===== src/rtl/pr_pkg.sv =====
// Shared types and constants for the parallel-to-serial parity framer.
package pr_pkg;

    // State encodings, also used as the enum values.
    localparam logic [1:0] ST_IDLE   = 2'd0;
    localparam logic [1:0] ST_SHIFT  = 2'd1;
    localparam logic [1:0] ST_PARITY = 2'd2;

    // Parity mode selectors for the PAR_ODD parameter.
    localparam int unsigned PAR_EVEN    = 0;
    localparam int unsigned PAR_ODD_SEL = 1;

    typedef enum logic [1:0] {
        IDLE   = ST_IDLE,
        SHIFT  = ST_SHIFT,
        PARITY = ST_PARITY
    } state_t;

endpackage : pr_pkg


===== src/rtl/pr_serializer.sv =====
// Parallel-to-serial framer: accepts a DATA_W-bit word over valid/ready,
// shifts it out one bit per clock and appends one parity bit, so each
// DATA_W+1 bit frame has even (PAR_ODD=0) or odd (PAR_ODD=1) ones-count.
//
// Ports:
//   clk        clock, all state on posedge
//   rst        asynchronous active-low reset
//   data_in    parallel word to serialize
//   data_valid data_in is valid this cycle
//   ready      block can accept a word (combinational from state)
//   sr_out     serial bit stream (registered)
//   sr_valid   sr_out carries a frame bit (registered)
//   sof        first data bit of a frame (registered)
//   par_slot   appended parity bit cycle (registered)
module pr_serializer
    import pr_pkg::*;
#(
    parameter int unsigned DATA_W    = 8,
    parameter int unsigned PAR_ODD   = 0,
    parameter int unsigned MSB_FIRST = 0
) (
    input  logic              clk,
    input  logic              rst,
    input  logic [DATA_W-1:0] data_in,
    input  logic              data_valid,
    output logic              ready,
    output logic              sr_out,
    output logic              sr_valid,
    output logic              sof,
    output logic              par_slot
);

    localparam int unsigned      CNT_W    = (DATA_W > 1) ? $clog2(DATA_W) : 1;
    localparam logic [CNT_W-1:0] CNT_LAST = CNT_W'(DATA_W - 1);
    localparam logic             PAR_INV  = (PAR_ODD == PAR_ODD_SEL);
    localparam logic             MSB_SEL  = (MSB_FIRST != 0);

    // Bit presented next from a word, honoring the configured bit order.
    function automatic logic lead_bit(input logic [DATA_W-1:0] w);
        return MSB_SEL ? w[DATA_W-1] : w[0];
    endfunction

    // Word with its leading bit consumed.
    function automatic logic [DATA_W-1:0] shift_word(input logic [DATA_W-1:0] w);
        return MSB_SEL ? (w << 1) : (w >> 1);
    endfunction

    state_t              state_q, state_d;
    logic [CNT_W-1:0]    count_q, count_d;
    logic [DATA_W-1:0]   shreg_q, shreg_d;
    logic                par_q, par_d;
    logic                sr_out_d, sr_valid_d, sof_d, par_slot_d;
    logic                accept;

    assign ready  = (state_q == IDLE) || (state_q == PARITY);
    assign accept = data_valid && ready;

    // State, datapath and registered outputs.
    always_ff @(posedge clk or negedge rst) begin
        if (!rst) begin
            state_q  <= IDLE;
            count_q  <= '0;
            shreg_q  <= '0;
            par_q    <= 1'b0;
            sr_out   <= 1'b0;
            sr_valid <= 1'b0;
            sof      <= 1'b0;
            par_slot <= 1'b0;
        end else begin
            state_q  <= state_d;
            count_q  <= count_d;
            shreg_q  <= shreg_d;
            par_q    <= par_d;
            sr_out   <= sr_out_d;
            sr_valid <= sr_valid_d;
            sof      <= sof_d;
            par_slot <= par_slot_d;
        end
    end

    // Next state and next output values; outputs are one register stage
    // ahead, so the bit computed here is visible the cycle after.
    always_comb begin
        state_d    = state_q;
        count_d    = count_q;
        shreg_d    = shreg_q;
        par_d      = par_q;
        sr_out_d   = 1'b0;
        sr_valid_d = 1'b0;
        sof_d      = 1'b0;
        par_slot_d = 1'b0;

        case (state_q)
            IDLE: begin
                state_d = IDLE;
            end
            SHIFT: begin
                sr_valid_d = 1'b1;
                if (count_q == CNT_LAST) begin
                    state_d    = PARITY;
                    sr_out_d   = par_q;
                    par_slot_d = 1'b1;
                end else begin
                    sr_out_d = lead_bit(shreg_q);
                    shreg_d  = shift_word(shreg_q);
                    count_d  = count_q + CNT_W'(1);
                end
            end
            PARITY: begin
                state_d = IDLE;
            end
            default: begin
                state_d = IDLE;
            end
        endcase

        // Accept overrides IDLE/PARITY fallthrough: first bit goes out next cycle.
        if (accept) begin
            state_d    = SHIFT;
            count_d    = '0;
            shreg_d    = shift_word(data_in);
            par_d      = (^data_in) ^ PAR_INV;
            sr_out_d   = lead_bit(data_in);
            sr_valid_d = 1'b1;
            sof_d      = 1'b1;
        end
    end

endmodule : pr_serializer


===== config.mk =====
export PLATFORM = sky130hd
export DESIGN_NAME = pr_serializer
export DESIGN_NICKNAME = d
export VERILOG_FILES = /design/src/rtl/pr_pkg.sv /design/src/rtl/pr_serializer.sv
export SDC_FILE = /design/constraint.sdc
export NUM_CORES = 1
export LEC_CHECK = 0
export BUFFER_PORTS_ARGS = -buffer_cell sky130_fd_sc_hd__buf_2
export CORE_UTILIZATION = 50
export CTS_CLUSTER_SIZE = 14
export DETAILED_ROUTE_END_ITERATION = 8
export HOLD_SLACK_MARGIN = 0.03
export PLACE_DENSITY = 0.77
export RECOVER_POWER = 25
export SLEW_MARGIN = 20
export SYNTH_ARGS = -nofsm -noshare
export SYNTH_HDL_FRONTEND = slang
export SYNTH_SLANG_ARGS = --single-unit

===== constraint.sdc =====
create_clock -name clk -period 1.46 [get_ports clk]
set_input_delay 0.292 -clock clk [delete_from_list [all_inputs] [get_ports clk]]
set_output_delay 0.292 -clock clk [all_outputs]
set_load 0.01 [all_outputs]

==> impl_results.md, run 1 <==
- Slew Viols, Final: 0
- Remaining Overflow, GRT: 0
- Synth Area in Simple Gates: 18.37%
- Antenna cells: 0
- Slew @ Worst Pin: 0.8876 ns
- Max IR drop VDD: 852.6 uV
- Placed insts: 108
- Multiplexer share of the synthesized area: 0%
- Synth Register Bits: 17
- Post-layout util: 66.21%
- Synth unique cells: 16
- CP Max Fanout: 5
- Adder-cell share of the synthesized area: 3.252%
- Die Area: 0.001700 sq mm
- Starting DRT DRC Count: 19
- Vias in the first global route: 525
- Req. time, crit path: 1.67 ns
- Crit Path Class: reg2reg
- DRC: 0
- CP peak stage delay: 0.40 ns
- Drt pass-1 iters: 6
- Arrival @ worst endpoint: 1.59 ns
- Largest net degree at the start of global routing: 18
- Initial Util: 56.32%
- Synthesized Nets: 93
- Clock transition at the registers of the reported paths: 0.09 ns
- Status: finished, final reports clean
- Critical Path Slowest Stage Cell: dfrtp_1
- CTS tree: yes
- Slew HR: 40.83%
- Nets: 113
- Hold WS: 0.2281 ns
- GRT Total Usage: 21.12%
- H-tree depth: 1
- Max Buffers Root-to-Sink: 2
- Setup skew after layout: 0.004256 ns
- Share of cells above drive strength 1: 22.22%
- Leakage power: 0.4436 nW
- CP Capture Type: flop
- Final instance area: 904.6 sq um
- Clk root buf: clkbuf_4
- Final std cells w/o fill: 114
- Highest-count cells in the layout ignoring fill and taps: nand2_1, dfrtp_1, a21oi_1, buf_2, xnor2_1
- Crit-path cells: ha_1 -> ha_2 -> nor2_2 -> a21oi_1 -> a21oi_1
- CP Launch Type: flop
- Maximum capacitance violations: 0
- Core area: 0.001366 sq mm
- Post-CTS setup buffer count: 0
- HP Class: in2reg
- Placer Congestion: 0.7428
- Main combinational cell family by area after synthesis: simple AND/OR/NAND/NOR gates
- Routed WL: 1398 um
- I/O pin count: 16
- Most used cell, CP: a21oi_1
- Post-Syn Area: 769.5 sq um
- Hold Fails Final Rpt: 0
- Compound-Gate Fraction of Synth Area: 10.73%
- Share of the clock period used by the worst path: 94.68%
- Die Wd: 41.23 um
- F_max: 723.4 MHz
- Detail Placement HPWL: 967.5 um
- Layout fillers: 115
- Sequential fraction of the synthesis area: 55.28%
- Post-Synth XOR/XNOR Area: 9.106%
- Vert. Die Dim: 41.23 um
- Global-route wire length before repair: 2263 um
- Post-route ant nets: 0
- Area growth syn-to-layout: 17.56%
- Crit path time final: 1.382 ns
- Synthesized instance count: 80
- Initial antenna violation count: 0
- Yosys warnings: 0
- Setup Viol. Count Final: 0
- Most common cell after layout, fill and taps aside: nand2_1
- CTS buffer count: 3
- Clk_lat worst skew: 0.28 ns
- Total number of vias: 590
- P per Cell Area: 1895 mW/mm^2
- I/O Buffers: 15
- # clock sinks: 17
- Row count: 13
- Routed WL per cell: 12.26 um
- Syn avg cell area: 9.619 sq um
- Placed inst area: 853.3 sq um
- Vias per inst: 5.175
[timing repair]
action / 4_1_cts / 5_1_grt
pin swaps: 0 / 1
hold endpoints to repair: 17 / 0
hold buffers: 1 / 0
endpoints found under the setup margin: 7 / 11
resized for setup: 1 / 2
gates cloned: 0 / 1
[kinds of logic (layout without fill, tap and decap cells)]
family	after synthesis	after routing
DFF	17	17
buffers and inverters	5	23
and+or+nand+nor	32	33
adders and majority gates	2	2
AOI/OAI and AO/OA	16	16
xor gates and xnor gates	8	8
[synth_stat cells]
library cell	number	area, sq um
nor2_4	1	11.26
nor2b_1	1	6.260
nand2_1	18	67.56
inv_1	2	7.510
a21oi_1	14	70.07
nand2b_1	2	12.51
nand3_1	1	5.000
o21ai_1	1	5.000
buf_4	1	7.510
xnor2_1	8	70.07
buf_2	2	10.01
dfrtp_1	17	425.4
and2_1	2	12.51
nor2_1	7	26.28
ha_1	2	25.02
a22oi_1	1	7.510
[power by group]
part | internal, mW | switching [mW] | total [mW]
Sequential | 0.664 | 0.0913 | 0.755
Combinational | 0.307 | 0.414 | 0.721
Clock | 0.106 | 0.131 | 0.237
Total | 1.08 | 0.636 | 1.71
[flip-flops by register name (all words and copies together) (netlist names)]
name and flops:
count_q 3, par_q 1, par_slot 1, shreg_q 7, sof 1, sr_out 1, sr_valid 1, state_q 2
[path summary, 6_finish.rpt]
check	slack, ns	from	endpoint	cells after the start
worst max-delay path	0.08	count_q[0]$_DFFE_PN0P_	shreg_q[5]$_DFFE_PN0P_	5
worst max register to register	0.08	count_q[0]$_DFFE_PN0P_	shreg_q[5]$_DFFE_PN0P_	5
worst min-delay path	0.23	data_in[7]	shreg_q[6]$_DFFE_PN0P_	3
min in group asynchronous	0.64	rst	state_q[1]$_DFFE_PN0P_	2
worst min register to register	0.50	shreg_q[0]$_DFFE_PN0P_	sr_out$_DFF_PN0_	2
max in group asynchronous	0.28	rst	shreg_q[0]$_DFFE_PN0P_	2
[critical path, delay by kind of cell, from the launching register on]
family	cells	cell delay [ns]
AND/OR/NAND/NOR	1	0.22
AO/OA/AOI/OAI	2	0.26
adder cells (fa/ha/maj)	2	0.44
flip-flops	1	0.40
[area by class of cell]
class	count	area (sq um)	share of cell area [%]
flip-flops and latches	17	425.4	47.03
well taps	15	18.77	2.075
repair buffers	17	91.34	10.10
clock buffers	4	26.28	2.905
multi-input cells	59	335.3	37.07
inverters	2	7.507	0.8299
[per-layer routing]
metal / global-route usage (%) / share of wire (%) / vias to the layer above
li1: - / - / 296
met4: 9.677 / 0.86 / 0
met1: 28.82 / 47 / 267
met2: 32.81 / 47 / 25
met3: 3.261 / 4.6 / 2
met5: 0 / 0 / -
[metrics by stage]
stage          power (mW)   TNS [ns]  worst slack (ns)
6_report            1.714          0           0.07762
3_5_place_dp        1.429          0          0.009251
4_1_cts             1.677          0          0.005600
3_3_place_gp        1.412          0           0.02841
2_1_floorplan       1.263          0            0.1369
5_1_grt             1.876  -0.009279         -0.009279
Note: power is estimated with default switching activity, not from simulation.
==> inputs of run 2 (changes only) <==
--- a/config.mk
+++ b/config.mk
@@ -10,8 +10,9 @@
 export CTS_CLUSTER_SIZE = 14
 export DETAILED_ROUTE_END_ITERATION = 8
 export HOLD_SLACK_MARGIN = 0.03
+export MAX_ROUTING_LAYER = met4
 export PLACE_DENSITY = 0.77
-export RECOVER_POWER = 25
+export RECOVER_POWER = 100
 export SLEW_MARGIN = 20
 export SYNTH_ARGS = -nofsm -noshare
 export SYNTH_HDL_FRONTEND = slang
==> run 2 against run 1 <==
  * Design area decreased by 0.41%
  * Clock-buffer cell count unchanged
  * Worst setup slack got worse by 0.0011 ns
  * First-iteration DRC count unchanged
  * Sequential cell count unchanged
  * Critical path type unchanged
  * Critical endpoint unchanged
  * Worst hold slack got worse by 0.0017 ns
  * Clock skew about the same
  * Largest cell class unchanged
  * Clock power about the same
==> impl_results.md, run 2 (synthesis results as in run 1) <==
- Status: finished, final reports clean (unchanged)
- Placer Congestion: 0.7521 (was 0.7428)
- Clock transition at the registers of the reported paths: 0.09 ns (about the same)
- Vert. Die Dim: 41.23 um (unchanged)
- Placed inst area: 853.3 sq um (unchanged)
- Antenna cells: 0 (unchanged)
- Row count: 13 (unchanged)
- Initial Util: 56.32% (unchanged)
- Req. time, crit path: 1.67 ns (about the same)
- Vias per inst: 5.175 (unchanged)
- Dpl ws: 0.009251 ns (unchanged)
- CP Capture Type: flop (unchanged)
- Initial antenna violation count: 0 (unchanged)
- Setup skew after layout: 0.003936 ns (was 0.004256 ns)
- Top Registers: shreg_q x7, count_q x3, state_q x2 (unchanged)
- Leakage power: 0.4405 nW (was 0.4436 nW)
- Slew HR: 39.96% (was 40.83%)
- Nets: 113 (unchanged)
- Vias in the first global route: 525 (unchanged)
- Detail Placement HPWL: 967.5 um (unchanged)
- Remaining Overflow, GRT: 0 (unchanged)
- CP Launch Type: flop (unchanged)
- Clk_lat worst skew: 0.28 ns (about the same)
- Core area: 0.001366 sq mm (unchanged)
- I/O Buffers: 15 (unchanged)
- H-tree depth: 1 (unchanged)
- CP Max Fanout: 5 (unchanged)
- GRT Total Usage: 21.71% (was 21.12%)
- CTS tree: yes (unchanged)
- Hold Fails Final Rpt: 0 (unchanged)
- Reg-to-Reg End: shreg_q[5]$_DFFE_PN0P_ (unchanged)
- Highest-count cells in the layout ignoring fill and taps: nand2_1, dfrtp_1, a21oi_1, buf_2, xnor2_1 (unchanged)
- DRC: 0 (unchanged)
- Drt pass-1 iters: 6 (unchanged)
- Worst Hold Launch: data_in[7] (unchanged)
- Layout fillers: 117 (was 115)
- Max IR drop VDD: 848.2 uV (was 852.6 uV)
- Routed WL per cell: 12.30 um (was 12.26 um)
- Hold EP: shreg_q[6]$_DFFE_PN0P_ (unchanged)
- HP Class: in2reg (unchanged)
- CTS buffer count: 3 (unchanged)
- Arrival @ worst endpoint: 1.59 ns (about the same)
- I/O pin count: 16 (unchanged)
- Max Buffers Root-to-Sink: 2 (unchanged)
- Share of cells above drive strength 1: 21.21% (was 22.22%)
- Starting DRT DRC Count: 19 (unchanged)
- Crit Path Class: reg2reg (unchanged)
- # clock sinks: 17 (unchanged)
- F_max: 722.8 MHz (was 723.4 MHz)
- Final worst slack: 0.07653 ns (was 0.07762 ns)
- GR Util met1: 28.82% (unchanged)
- Reg2reg start: count_q[0]$_DFFE_PN0P_ (unchanged)
- Post-CTS setup buffer count: 0 (unchanged)
- Gr busiest metal: met2 (unchanged)
- Share of the clock period used by the worst path: 94.76% (was 94.68%)
- Largest register by flop count: shreg_q (unchanged)
- Global-route wire length before repair: 2256 um (was 2263 um)
- Worst R2R Setup Slack: 0.08 ns (about the same)
- Hold WS: 0.2264 ns (was 0.2281 ns)
- Setup Viol. Count Final: 0 (unchanged)
- GR Layer Usage met3: 3.261% (unchanged)
- Die Wd: 41.23 um (unchanged)
- Post-route ant nets: 0 (unchanged)
- Routed WL: 1402 um (was 1398 um)
- P per Cell Area: 1896 mW/mm^2 (was 1895 mW/mm^2)
- GR Layer Usage met2: 32.81% (unchanged)
- WHS Path Cells: 3 (unchanged)
- Clk root buf: clkbuf_4 (unchanged)
- Most common cell after layout, fill and taps aside: nand2_1 (unchanged)
- Largest net degree at the start of global routing: 18 (unchanged)
- Slew @ Worst Pin: 0.9005 ns (was 0.8876 ns)
- Area growth syn-to-layout: 17.07% (was 17.56%)
- Post-layout util: 65.93% (was 66.21%)
- Crit path time final: 1.383 ns (was 1.382 ns)
- Total number of vias: 590 (unchanged)
- Die Area: 0.001700 sq mm (unchanged)
- Final instance area: 900.9 sq um (was 904.6 sq um)
- Worst R2R Path Depth: 5 (unchanged)
- Maximum capacitance violations: 0 (unchanged)
- Max FFs per register: 7 (unchanged)
- Slew Viols, Final: 0 (unchanged)
==> run 2: what timing repair did <==
| item | in CTS | in global routing |
|---|---|---|
| gates resized for setup | 1 | 2 |
| setup endpoints to repair | 7 | 11 |
| gates cloned | 0 | 1 |
| hold buffers | 1 | 0 |
| endpoints found under the hold margin | 17 | 0 |
| pin swaps | 0 | 1 |
==> run 2: through the flow <==
stage	setup TNS [ns]	power, mW	instances
2_1_floorplan	0	1.263	80
3_3_place_gp	0	1.412	108
3_5_place_dp	0	1.429	108
4_1_cts	0	1.677	113
5_1_grt	-0.009330	1.868	114
6_report	0	1.708	114
==> run 2: layout make-up <==
| type | count | area [sq um] | share of cell area (%) |
|---|---|---|---|
| Sequential cell | 17 | 425.4 | 47.22 |
| Clock buffer | 4 | 26.28 | 2.917 |
| Tap cell | 15 | 18.77 | 2.083 |
| Multi-Input combinational cell | 59 | 335.3 | 37.22 |
| Inverter | 2 | 7.507 | 0.8333 |
| Timing Repair Buffer | 17 | 87.58 | 9.722 |
==> run 2: per-layer routing <==
metal | part of all wire [%] | vias to the layer above
li1 | - | 295
met1 | 48 | 270
met2 | 47 | 23
met3 | 4.7 | 2
met4 | 1.0 | 0
met5 | 0 | -
==> run 2: worst max path at each step <==
stage                                 startpoint                      to  slack [ns]  depth (start not counted)
after floorplan           count_q[0]$_DFFE_PN0P_  shreg_q[6]$_DFFE_PN0P_        0.14                          6
after global placement    count_q[0]$_DFFE_PN0P_  count_q[2]$_DFFE_PN0P_        0.03                          5
after detailed placement  count_q[0]$_DFFE_PN0P_  count_q[1]$_DFFE_PN0P_       0.009                          5
after CTS                 count_q[0]$_DFFE_PN0P_  shreg_q[3]$_DFFE_PN0P_       0.006                          5
after global routing      count_q[0]$_DFFE_PN0P_  shreg_q[5]$_DFFE_PN0P_      -0.009                          5
final                     count_q[0]$_DFFE_PN0P_  shreg_q[5]$_DFFE_PN0P_        0.08                          5
==> run 2: critical path: stages (launching register included) <==
cell and delay [ns]:
dfrtp_1 0.40, ha_1 0.22, ha_2 0.22, nor2_2 0.22, a21oi_1 0.11, a21oi_1 0.15
==> run 2: power breakdown <==
part / leakage (nW) / switching, mW / internal, mW / total, mW
combinational: 0.215 / 0.412 / 0.301 / 0.713
sequential: 0.211 / 0.0919 / 0.664 / 0.756
clock: 0.0150 / 0.133 / 0.106 / 0.239
total: 0.441 / 0.637 / 1.07 / 1.71
